--- src/rtl/alu_pkg.sv ---
// ----------------------------------------------------------------------
// alu_pkg : opcodes, FSM states and latency constants for alu_cplx_seq
// rev 1.0
// ----------------------------------------------------------------------
`default_nettype none

package alu_pkg;

  localparam int OP_PASSA = 0;
  localparam int OP_PASSB = 1;
  localparam int OP_ADD   = 2;
  localparam int OP_SUB   = 3;
  localparam int OP_CMUL  = 4;
  localparam int OP_RMUL  = 6;
  localparam int OP_CMP   = 8;

  localparam int LAT_PASS   = 1;
  localparam int LAT_ADDSUB = 2;
  localparam int LAT_RMUL   = 4;
  localparam int LAT_CMUL   = 6;

  typedef enum logic [1:0] {
    S_IDLE   = 2'd0,
    S_ADDSUB = 2'd1,
    S_MUL    = 2'd2,
    S_CMB    = 2'd3
  } state_t;

  // Capture edge + combine edge frame the product edges, hence LAT - 3.
  function automatic logic [1:0] last_prod(input logic is_cmul);
    return is_cmul ? 2'(LAT_CMUL - 3) : 2'(LAT_RMUL - 3);
  endfunction

endpackage

`default_nettype wire

--- src/rtl/alu_cplx_seq_if.sv ---
// ----------------------------------------------------------------------
// alu_cplx_seq_if : start/done request bus of the complex ALU
// rev 1.0
// ----------------------------------------------------------------------
`default_nettype none

interface alu_cplx_seq_if #(
  parameter int W   = 32,
  parameter int OPW = 5
);
  logic             start;
  logic [2*W-1:0]   inA;
  logic [2*W-1:0]   inB;
  logic [OPW-1:0]   opr;
  logic [2*W-1:0]   outAB;
  logic             done;
  logic             busy;
  logic             err;
  logic             ovf;

  modport master (output start, inA, inB, opr,
                  input  outAB, done, busy, err, ovf);
  modport slave  (input  start, inA, inB, opr,
                  output outAB, done, busy, err, ovf);
endinterface

`default_nettype wire

--- src/rtl/alu_mul_fx.sv ---
// ----------------------------------------------------------------------
// alu_mul_fx : registered signed WxW multiply, >>>FRAC rescale, optional
//              saturation and overflow flag under ALU_SAT_EN. rev 1.0
// ----------------------------------------------------------------------
`default_nettype none

module alu_mul_fx #(
  parameter int W    = 32,
  parameter int FRAC = 16
) (
  input  logic         clock,
  input  logic         reset,
  input  logic         en_i,
  input  logic [W-1:0] a_i,
  input  logic [W-1:0] b_i,
  output logic [W-1:0] p_o,
  output logic         ovf_o
);

  logic signed [2*W-1:0] w_ax;
  logic signed [2*W-1:0] w_bx;
  logic signed [2*W-1:0] w_full;
  logic signed [2*W-1:0] w_shift;
  logic [W-1:0]          p_d;
  logic                  ovf_d;

  assign w_ax    = {{W{a_i[W-1]}}, a_i};
  assign w_bx    = {{W{b_i[W-1]}}, b_i};
  assign w_full  = w_ax * w_bx;
  assign w_shift = w_full >>> FRAC;

`ifdef ALU_SAT_EN
  logic w_ext_ok;
  // The kept W bits are exact only if everything above is a sign extension.
  assign w_ext_ok = (&w_shift[2*W-1:W-1]) | ~(|w_shift[2*W-1:W-1]);

  always_comb begin
    ovf_d = ~w_ext_ok;
    p_d   = w_shift[W-1:0];
    if (!w_ext_ok) begin
      p_d = {w_shift[2*W-1], {(W-1){~w_shift[2*W-1]}}};
    end
  end
`else
  logic w_unused_hi;
  assign w_unused_hi = ^w_shift[2*W-1:W];
  assign p_d   = w_shift[W-1:0];
  assign ovf_d = 1'b0;
`endif

  always_ff @(posedge clock or negedge reset) begin
    if (!reset) begin
      p_o   <= '0;
      ovf_o <= 1'b0;
    end else if (en_i) begin
      p_o   <= p_d;
      ovf_o <= ovf_d;
    end
  end

endmodule

`default_nettype wire

--- src/rtl/alu_cplx_seq.sv ---
// ----------------------------------------------------------------------
// alu_cplx_seq : sequential fixed-point complex/real ALU with shared
//                multiplier; ALU_SAT_EN enables saturation + ovf. rev 1.0
// ----------------------------------------------------------------------
`default_nettype none

module alu_cplx_seq
  import alu_pkg::*;
#(
  parameter int W    = 32,
  parameter int FRAC = 16,
  parameter int OPW  = 5
) (
  input  logic          clock,
  input  logic          reset,
  alu_cplx_seq_if.slave bus
);

  state_t           state_q, state_d;
  logic [2*W-1:0]   opa_q, opa_d;
  logic [2*W-1:0]   opb_q, opb_d;
  logic [2*W-1:0]   out_q, out_d;
  logic [OPW-1:0]   op_q, op_d;
  logic [1:0]       cnt_q, cnt_d;
  logic [W-1:0]     p0_q, p0_d;
  logic [W-1:0]     p1_q, p1_d;
  logic [W-1:0]     p2_q, p2_d;
  logic             povf_q, povf_d;
  logic             done_q, done_d;
  logic             err_q, err_d;
  logic             ovf_q, ovf_d;

  logic [W-1:0]     mul_a, mul_b, mul_p;
  logic             mul_en, mul_ovf;
  logic [31:0]      w_op_in, w_op_q;
  logic [W:0]       w_re_as, w_im_as, w_re_cm, w_im_cm;

  // Returns {overflow, part}; wraps by default, saturates under ALU_SAT_EN.
  function automatic logic [W:0] part_op(input logic [W-1:0] x,
                                         input logic [W-1:0] y,
                                         input logic         sub);
`ifdef ALU_SAT_EN
    logic [W:0] s;
    s = sub ? ({x[W-1], x} - {y[W-1], y}) : ({x[W-1], x} + {y[W-1], y});
    if (s[W] != s[W-1]) return {1'b1, s[W], {(W-1){~s[W]}}};
    return {1'b0, s[W-1:0]};
`else
    return {1'b0, (sub ? x - y : x + y)};
`endif
  endfunction

  assign w_op_in = 32'(bus.opr);
  assign w_op_q  = 32'(op_q);

  assign w_re_as = part_op(opa_q[2*W-1:W], opb_q[2*W-1:W], w_op_q == OP_SUB);
  assign w_im_as = part_op(opa_q[W-1:0],   opb_q[W-1:0],   w_op_q == OP_SUB);
  assign w_re_cm = part_op(p0_q, p1_q, 1'b1);
  assign w_im_cm = part_op(p2_q, mul_p, 1'b0);

  assign mul_en = (state_q == S_MUL);

  // Product order ac, bd, ad, bc; the real multiply uses the first two.
  always_comb begin
    mul_a = opa_q[2*W-1:W];
    mul_b = opb_q[2*W-1:W];
    case (cnt_q)
      2'd1: begin mul_a = opa_q[W-1:0];   mul_b = opb_q[W-1:0];   end
      2'd2: begin mul_a = opa_q[2*W-1:W]; mul_b = opb_q[W-1:0];   end
      2'd3: begin mul_a = opa_q[W-1:0];   mul_b = opb_q[2*W-1:W]; end
      default: ;
    endcase
  end

  alu_mul_fx #(.W(W), .FRAC(FRAC)) u_mul (
    .clock (clock),
    .reset (reset),
    .en_i  (mul_en),
    .a_i   (mul_a),
    .b_i   (mul_b),
    .p_o   (mul_p),
    .ovf_o (mul_ovf)
  );

  always_comb begin
    state_d = state_q;
    opa_d   = opa_q;
    opb_d   = opb_q;
    op_d    = op_q;
    out_d   = out_q;
    cnt_d   = cnt_q;
    p0_d    = p0_q;
    p1_d    = p1_q;
    p2_d    = p2_q;
    povf_d  = povf_q;
    done_d  = 1'b0;
    err_d   = 1'b0;
    ovf_d   = 1'b0;

    case (state_q)
      S_IDLE: begin
        if (bus.start) begin
          opa_d = bus.inA;
          opb_d = bus.inB;
          op_d  = bus.opr;
          case (w_op_in)
            OP_PASSA: begin out_d = bus.inA; done_d = 1'b1; end
            OP_PASSB: begin out_d = bus.inB; done_d = 1'b1; end
            OP_CMP: begin
              out_d  = {{(2*W-1){1'b0}}, (bus.inA == bus.inB)};
              done_d = 1'b1;
            end
            OP_ADD, OP_SUB: state_d = S_ADDSUB;
            OP_CMUL, OP_RMUL: begin
              state_d = S_MUL;
              cnt_d   = 2'd0;
              povf_d  = 1'b0;
            end
            default: begin done_d = 1'b1; err_d = 1'b1; end
          endcase
        end
      end
      S_ADDSUB: begin
        out_d   = {w_re_as[W-1:0], w_im_as[W-1:0]};
        ovf_d   = w_re_as[W] | w_im_as[W];
        done_d  = 1'b1;
        state_d = S_IDLE;
      end
      S_MUL: begin
        // Each edge banks the product finished on the previous edge.
        cnt_d = cnt_q + 2'd1;
        case (cnt_q)
          2'd1:    p0_d = mul_p;
          2'd2:    p1_d = mul_p;
          2'd3:    p2_d = mul_p;
          default: ;
        endcase
        if (cnt_q != 2'd0) povf_d = povf_q | mul_ovf;
        if (cnt_q == last_prod(w_op_q == OP_CMUL)) begin
          state_d = S_CMB;
          cnt_d   = 2'd0;
        end
      end
      S_CMB: begin
        if (w_op_q == OP_CMUL) begin
          out_d = {w_re_cm[W-1:0], w_im_cm[W-1:0]};
          ovf_d = povf_q | mul_ovf | w_re_cm[W] | w_im_cm[W];
        end else begin
          out_d = {p0_q, mul_p};
          ovf_d = povf_q | mul_ovf;
        end
        done_d  = 1'b1;
        state_d = S_IDLE;
      end
      default: state_d = S_IDLE;
    endcase
  end

  always_ff @(posedge clock or negedge reset) begin
    if (!reset) begin
      state_q <= S_IDLE;
      opa_q   <= '0;
      opb_q   <= '0;
      op_q    <= '0;
      out_q   <= '0;
      cnt_q   <= 2'd0;
      p0_q    <= '0;
      p1_q    <= '0;
      p2_q    <= '0;
      povf_q  <= 1'b0;
      done_q  <= 1'b0;
      err_q   <= 1'b0;
      ovf_q   <= 1'b0;
    end else begin
      state_q <= state_d;
      opa_q   <= opa_d;
      opb_q   <= opb_d;
      op_q    <= op_d;
      out_q   <= out_d;
      cnt_q   <= cnt_d;
      p0_q    <= p0_d;
      p1_q    <= p1_d;
      p2_q    <= p2_d;
      povf_q  <= povf_d;
      done_q  <= done_d;
      err_q   <= err_d;
      ovf_q   <= ovf_d;
    end
  end

  assign bus.outAB = out_q;
  assign bus.done  = done_q;
  assign bus.err   = err_q;
  assign bus.ovf   = ovf_q;
  assign bus.busy  = (state_q != S_IDLE);

endmodule

`default_nettype wire

--- src/flat_wrapper.sv ---
// flat-port wrapper written by rule: the top's interface ports become plain ports
module alu_cplx_seq_flat import alu_pkg::*;
#(
  parameter int W    = 32,
  parameter int FRAC = 16,
  parameter int OPW  = 5
)
  (clock, reset, bus_start, bus_inA, bus_inB, bus_opr, bus_outAB, bus_done, bus_busy, bus_err, bus_ovf);
  alu_cplx_seq_if #(.W(W), .OPW(OPW)) bus_i ();
  input  logic clock;
  input  logic reset;
  input wire logic [$bits(bus_i.start)-1:0] bus_start;
  input wire logic [$bits(bus_i.inA)-1:0] bus_inA;
  input wire logic [$bits(bus_i.inB)-1:0] bus_inB;
  input wire logic [$bits(bus_i.opr)-1:0] bus_opr;
  output wire logic [$bits(bus_i.outAB)-1:0] bus_outAB;
  output wire logic [$bits(bus_i.done)-1:0] bus_done;
  output wire logic [$bits(bus_i.busy)-1:0] bus_busy;
  output wire logic [$bits(bus_i.err)-1:0] bus_err;
  output wire logic [$bits(bus_i.ovf)-1:0] bus_ovf;
  assign bus_i.start = bus_start;
  assign bus_i.inA = bus_inA;
  assign bus_i.inB = bus_inB;
  assign bus_i.opr = bus_opr;
  assign bus_outAB = bus_i.outAB;
  assign bus_done = bus_i.done;
  assign bus_busy = bus_i.busy;
  assign bus_err = bus_i.err;
  assign bus_ovf = bus_i.ovf;
  alu_cplx_seq #(.W(W), .FRAC(FRAC), .OPW(OPW)) u_core (.clock(clock), .reset(reset), .bus(bus_i));
endmodule
--- config.mk ---
export PLATFORM = sky130hd
export DESIGN_NAME = alu_cplx_seq_flat
export DESIGN_NICKNAME = d
export VERILOG_FILES = /design/src/rtl/alu_pkg.sv /design/src/rtl/alu_cplx_seq_if.sv /design/src/rtl/alu_mul_fx.sv /design/src/rtl/alu_cplx_seq.sv /design/src/flat_wrapper.sv
export SDC_FILE = /design/constraint.sdc
export NUM_CORES = 2
export LEC_CHECK = 0
export BUFFER_PORTS_ARGS = -buffer_cell sky130_fd_sc_hd__buf_4
export CORE_UTILIZATION = 55
export DETAILED_ROUTE_END_ITERATION = 8
export PLACE_DENSITY_LB_ADDON = 0.3
export REMOVE_ABC_BUFFERS = 1
export SLEW_MARGIN = 15
export SYNTH_ARGS = -nofsm -noshare
export SYNTH_HDL_FRONTEND = slang
export SYNTH_SLANG_ARGS = --single-unit
--- constraint.sdc ---
create_clock -name clock -period 13.2 [get_ports clock]
set_input_delay 0.66 -clock clock [delete_from_list [all_inputs] [get_ports clock]]
set_output_delay 0.66 -clock clock [all_outputs]
set_load 0.02 [all_outputs]
==> results.sh <==
export IMPL_worst_slew_pin_slew_ns=1.31
export IMPL_antenna_found_initial=4
export IMPL_cp_endpoint="u_core.u_mul.p_o[29]"
export IMPL_nets=6971
export IMPL_grt_use_total_pct=40.3
export IMPL_setup_ws_ns=2.82
export IMPL_clock_sinks=331
export IMPL_crit_slowest_cell="o21a_1"
export IMPL_cts_tree="built"
export IMPL_synth_fa_ha_area_share_pct=40.0
export IMPL_startpoint_type="register"
export IMPL_cts_setup_buffers=0
export IMPL_area_growth_pct=8.54
export IMPL_ant_nets=0
export IMPL_synth_area_leader_cell="fa_1"
export IMPL_drc=0
export IMPL_netlist_cell_type_count=74
export IMPL_crit_top_cell="fa_1"
export IMPL_postCtsHoldBufs=0
export IMPL_endpoint_kind="register"
export IMPL_syn_cell_area_um2=51300
export IMPL_post_place_ws_ns=3.19
export IMPL_rr_startpoint="u_core.cnt_q[1]"
export IMPL_post_route_period_util_pct=78.6
export IMPL_drt_iter0_markers=5258
export IMPL_synth_simple_gate_area_share_pct=12.4
export IMPL_min_period_ns=10.38
export IMPL_drt_wl_total_um=187000
export IMPL_crit_type="reg2reg"
export IMPL_rr_endpoint="u_core.u_mul.p_o[29]"
export IMPL_synth_xor_area_share_pct=4.90
export IMPL_detail_route_vias_per_cell=6.26
export IMPL_stdcell_area_um2=55600
export IMPL_crit_start="u_core.cnt_q[1]"
export IMPL_drive_gt1_share_pct=12.2
export IMPL_synth_top_family_by_area="adder cells"
export IMPL_synthMuxAreaShare_pct=7.45
export IMPL_synth_seq_cells=331
export IMPL_vias=43600
export IMPL_synth_top_flop_cell="dfrtp_1"
export IMPL_grt_overflow=0
export IMPL_path_clk_slew_ns=0.06
export IMPL_synth_cells=5634
export IMPL_fillCellCount=8110
export IMPL_seq_area_frac_synth_pct=16.2
export IMPL_synthArstFlopShare_pct=100
export IMPL_clock_latency_ns=0.57
export IMPL_synthTopCellsByArea="fa_1 (33%), dfrtp_1 (16%), ha_1 (7.1%), inv_1 (6.8%), mux2_2 (6.1%)"
export IMPL_avgSynthCellArea_um2=9.10
export IMPL_critical_path_arrival_ns=10.81
export IMPL_cts_buffers=37
export IMPL_dpl_hpwl_um=143000
export IMPL_synth_edff_count=0
export IMPL_rsz0062_at_grt="no"
export IMPL_place_congestion=1.04
export IMPL_setup_viol=0
export IMPL_hold_viol_final=0
export IMPL_slew_violations=0
export IMPL_ios=204
export IMPL_grt_pass1_vias=44200
export IMPL_max_stage_delay_ns=1.01
export IMPL_finClkSkew_ns=0.0167
export IMPL_worstPathMaxFanout=34
export IMPL_grt_pass1_wl_um=280000
export IMPL_final_setup_tns_ns=0
export IMPL_hp_class="in2async"
export IMPL_synthTopCellsByCount="inv_1 (924), fa_1 (842), nor2_1 (650)"
export IMPL_core_um2=91900
export IMPL_portBuffers=202
export IMPL_max_freq_mhz=96.4
export IMPL_grt_max_degree=112
export IMPL_status="complete, no violations"
export IMPL_yosys_warnings=0
export IMPL_synth_top_area_share_pct=32.9
export IMPL_root_buffer="clkbuf_16"
export IMPL_reg2reg_depth=26
export IMPL_dr_pass1_iters=6
export IMPL_slew_headroom_pct=10.4
export IMPL_wl_per_cell_um=26.9
export IMPL_die_area_um2=94400
export IMPL_synth_compound_area_share_pct=10.4
export IMPL_ctsResizeCount=0
export IMPL_die_h_um=307
export IMPL_start_util_pct=55.8
export IMPL_cts_max_level=2
export IMPL_r2r_setup_slack_ns=2.82
export IMPL_drv_cap=0
export IMPL_clockBufferDepth=3
export IMPL_row_count=111
export IMPL_dpl_cell_area_um2=54300
export IMPL_post_synth_top_count_cell="inv_1"
export IMPL_cp_required_ns=13.64
export IMPL_fp_dieW_um=307
cell families after synthesis:
kind of cell / after synthesis
AND/OR/NAND/NOR: 1528
buffers and inverters: 1186
adder cells (fa/ha/maj): 1134
AO/OA/AOI/OAI: 820
multiplexers: 347
flip-flops: 331
XOR/XNOR: 287
other: 1
registers in the layout (all words and copies together), names as in the netlist, 5 cells and up:
signal / flops
u_core.bus.outAB: 64
u_core.op_q: 5
u_core.opa_q: 64
u_core.opb_q: 64
u_core.p0_q: 32
u_core.p1_q: 32
u_core.p2_q: 32
u_core.u_mul.p_o: 32
final cells by class:
| cell class | count | area [um^2] | area share (%) |
|---|---|---|---|
| multi-input cells | 4117 | 38800 | 69.7 |
| flip-flops and latches | 331 | 8290 | 14.9 |
| inverters | 925 | 3470 | 6.24 |
| repair buffers | 289 | 2180 | 3.91 |
| well taps | 1243 | 1560 | 2.79 |
| clock buffers | 49 | 1090 | 1.97 |
| clock inverters | 17 | 246 | 0.443 |
| diodes | 2 | 5.00 | 0.00899 |
through the flow:
| step | std cells | utilization [%] | hold slack, ns |
|---|---|---|---|
| finish | 6973 | 60.5 | 0.171 |
| detailed placement | 6905 | 59.1 | 0.492 |
| floorplan | 5373 | - | 0.364 |
| global route | 6971 | 60.5 | 0.275 |
| CTS | 6971 | 60.5 | 0.229 |
| global placement | 6905 | 59.1 | 0.484 |
metal layers:
metal / up-vias / part of all wire (%) / global-route usage (%)
li1: 18100 / - / -
met1: 21700 / 36 / 50.7
met2: 3049 / 43 / 59.6
met3: 775 / 14 / 14.8
met4: 6 / 7.2 / 22.9
met5: - / 0.082 / 1.03
worst max-delay path: cells and delay by family, from the launching register on:
kind | cells | cell delay, ns
adders and majority gates | 10 | 5.08
and+or+nand+nor | 7 | 2.06
AOI/OAI and AO/OA | 4 | 1.84
buffers and inverters | 5 | 0.76
DFF | 1 | 0.46
worst min-delay path by stage:
| stage | from | endpoint | slack (ns) | cells past startpoint |
|---|---|---|---|---|
| 6_report | reset | u_core.bus.outAB[63] | 0.17 | 1 |
| 5_1_grt | reset | u_core.bus.outAB[63] | 0.28 | 1 |
| 4_1_cts | reset | u_core.bus.outAB[63] | 0.23 | 1 |
| 3_5_place_dp | u_core.bus.outAB[23] | u_core.bus.outAB[23] | 0.49 | 2 |
| 3_3_place_gp | u_core.bus.outAB[27] | u_core.bus.outAB[27] | 0.48 | 2 |
| 2_1_floorplan | reset | u_core.bus.done | 0.36 | 0 |
layout by cell type (no fill, tap or decap), types with 15 or more instances in the layout:
master,instances
a221oi_1,37
fa_1,842
mux2i_2,15
nand2b_1,32
mux2i_1,42
nand2_1,622
nor3_1,39
buf_4,288
a21o_1,78
o21ai_0,186
dfrtp_1,328
o22ai_1,26
a22oi_1,23
o21bai_1,17
nor2b_1,16
a221o_1,24
ha_1,291
xnor2_1,177
o211ai_1,22
nand4_1,24
o21a_1,32
a31oi_1,27
xor2_1,110
nand3_1,32
clkbuf_16,39
mux2_2,276
a211oi_1,27
o31ai_1,17
nor2_1,648
nor4_1,24
inv_1,924
a21oi_1,203
Power is not shown: default switching activity piles up to over one toggle a cycle in this logic, so the estimate is an artifact.
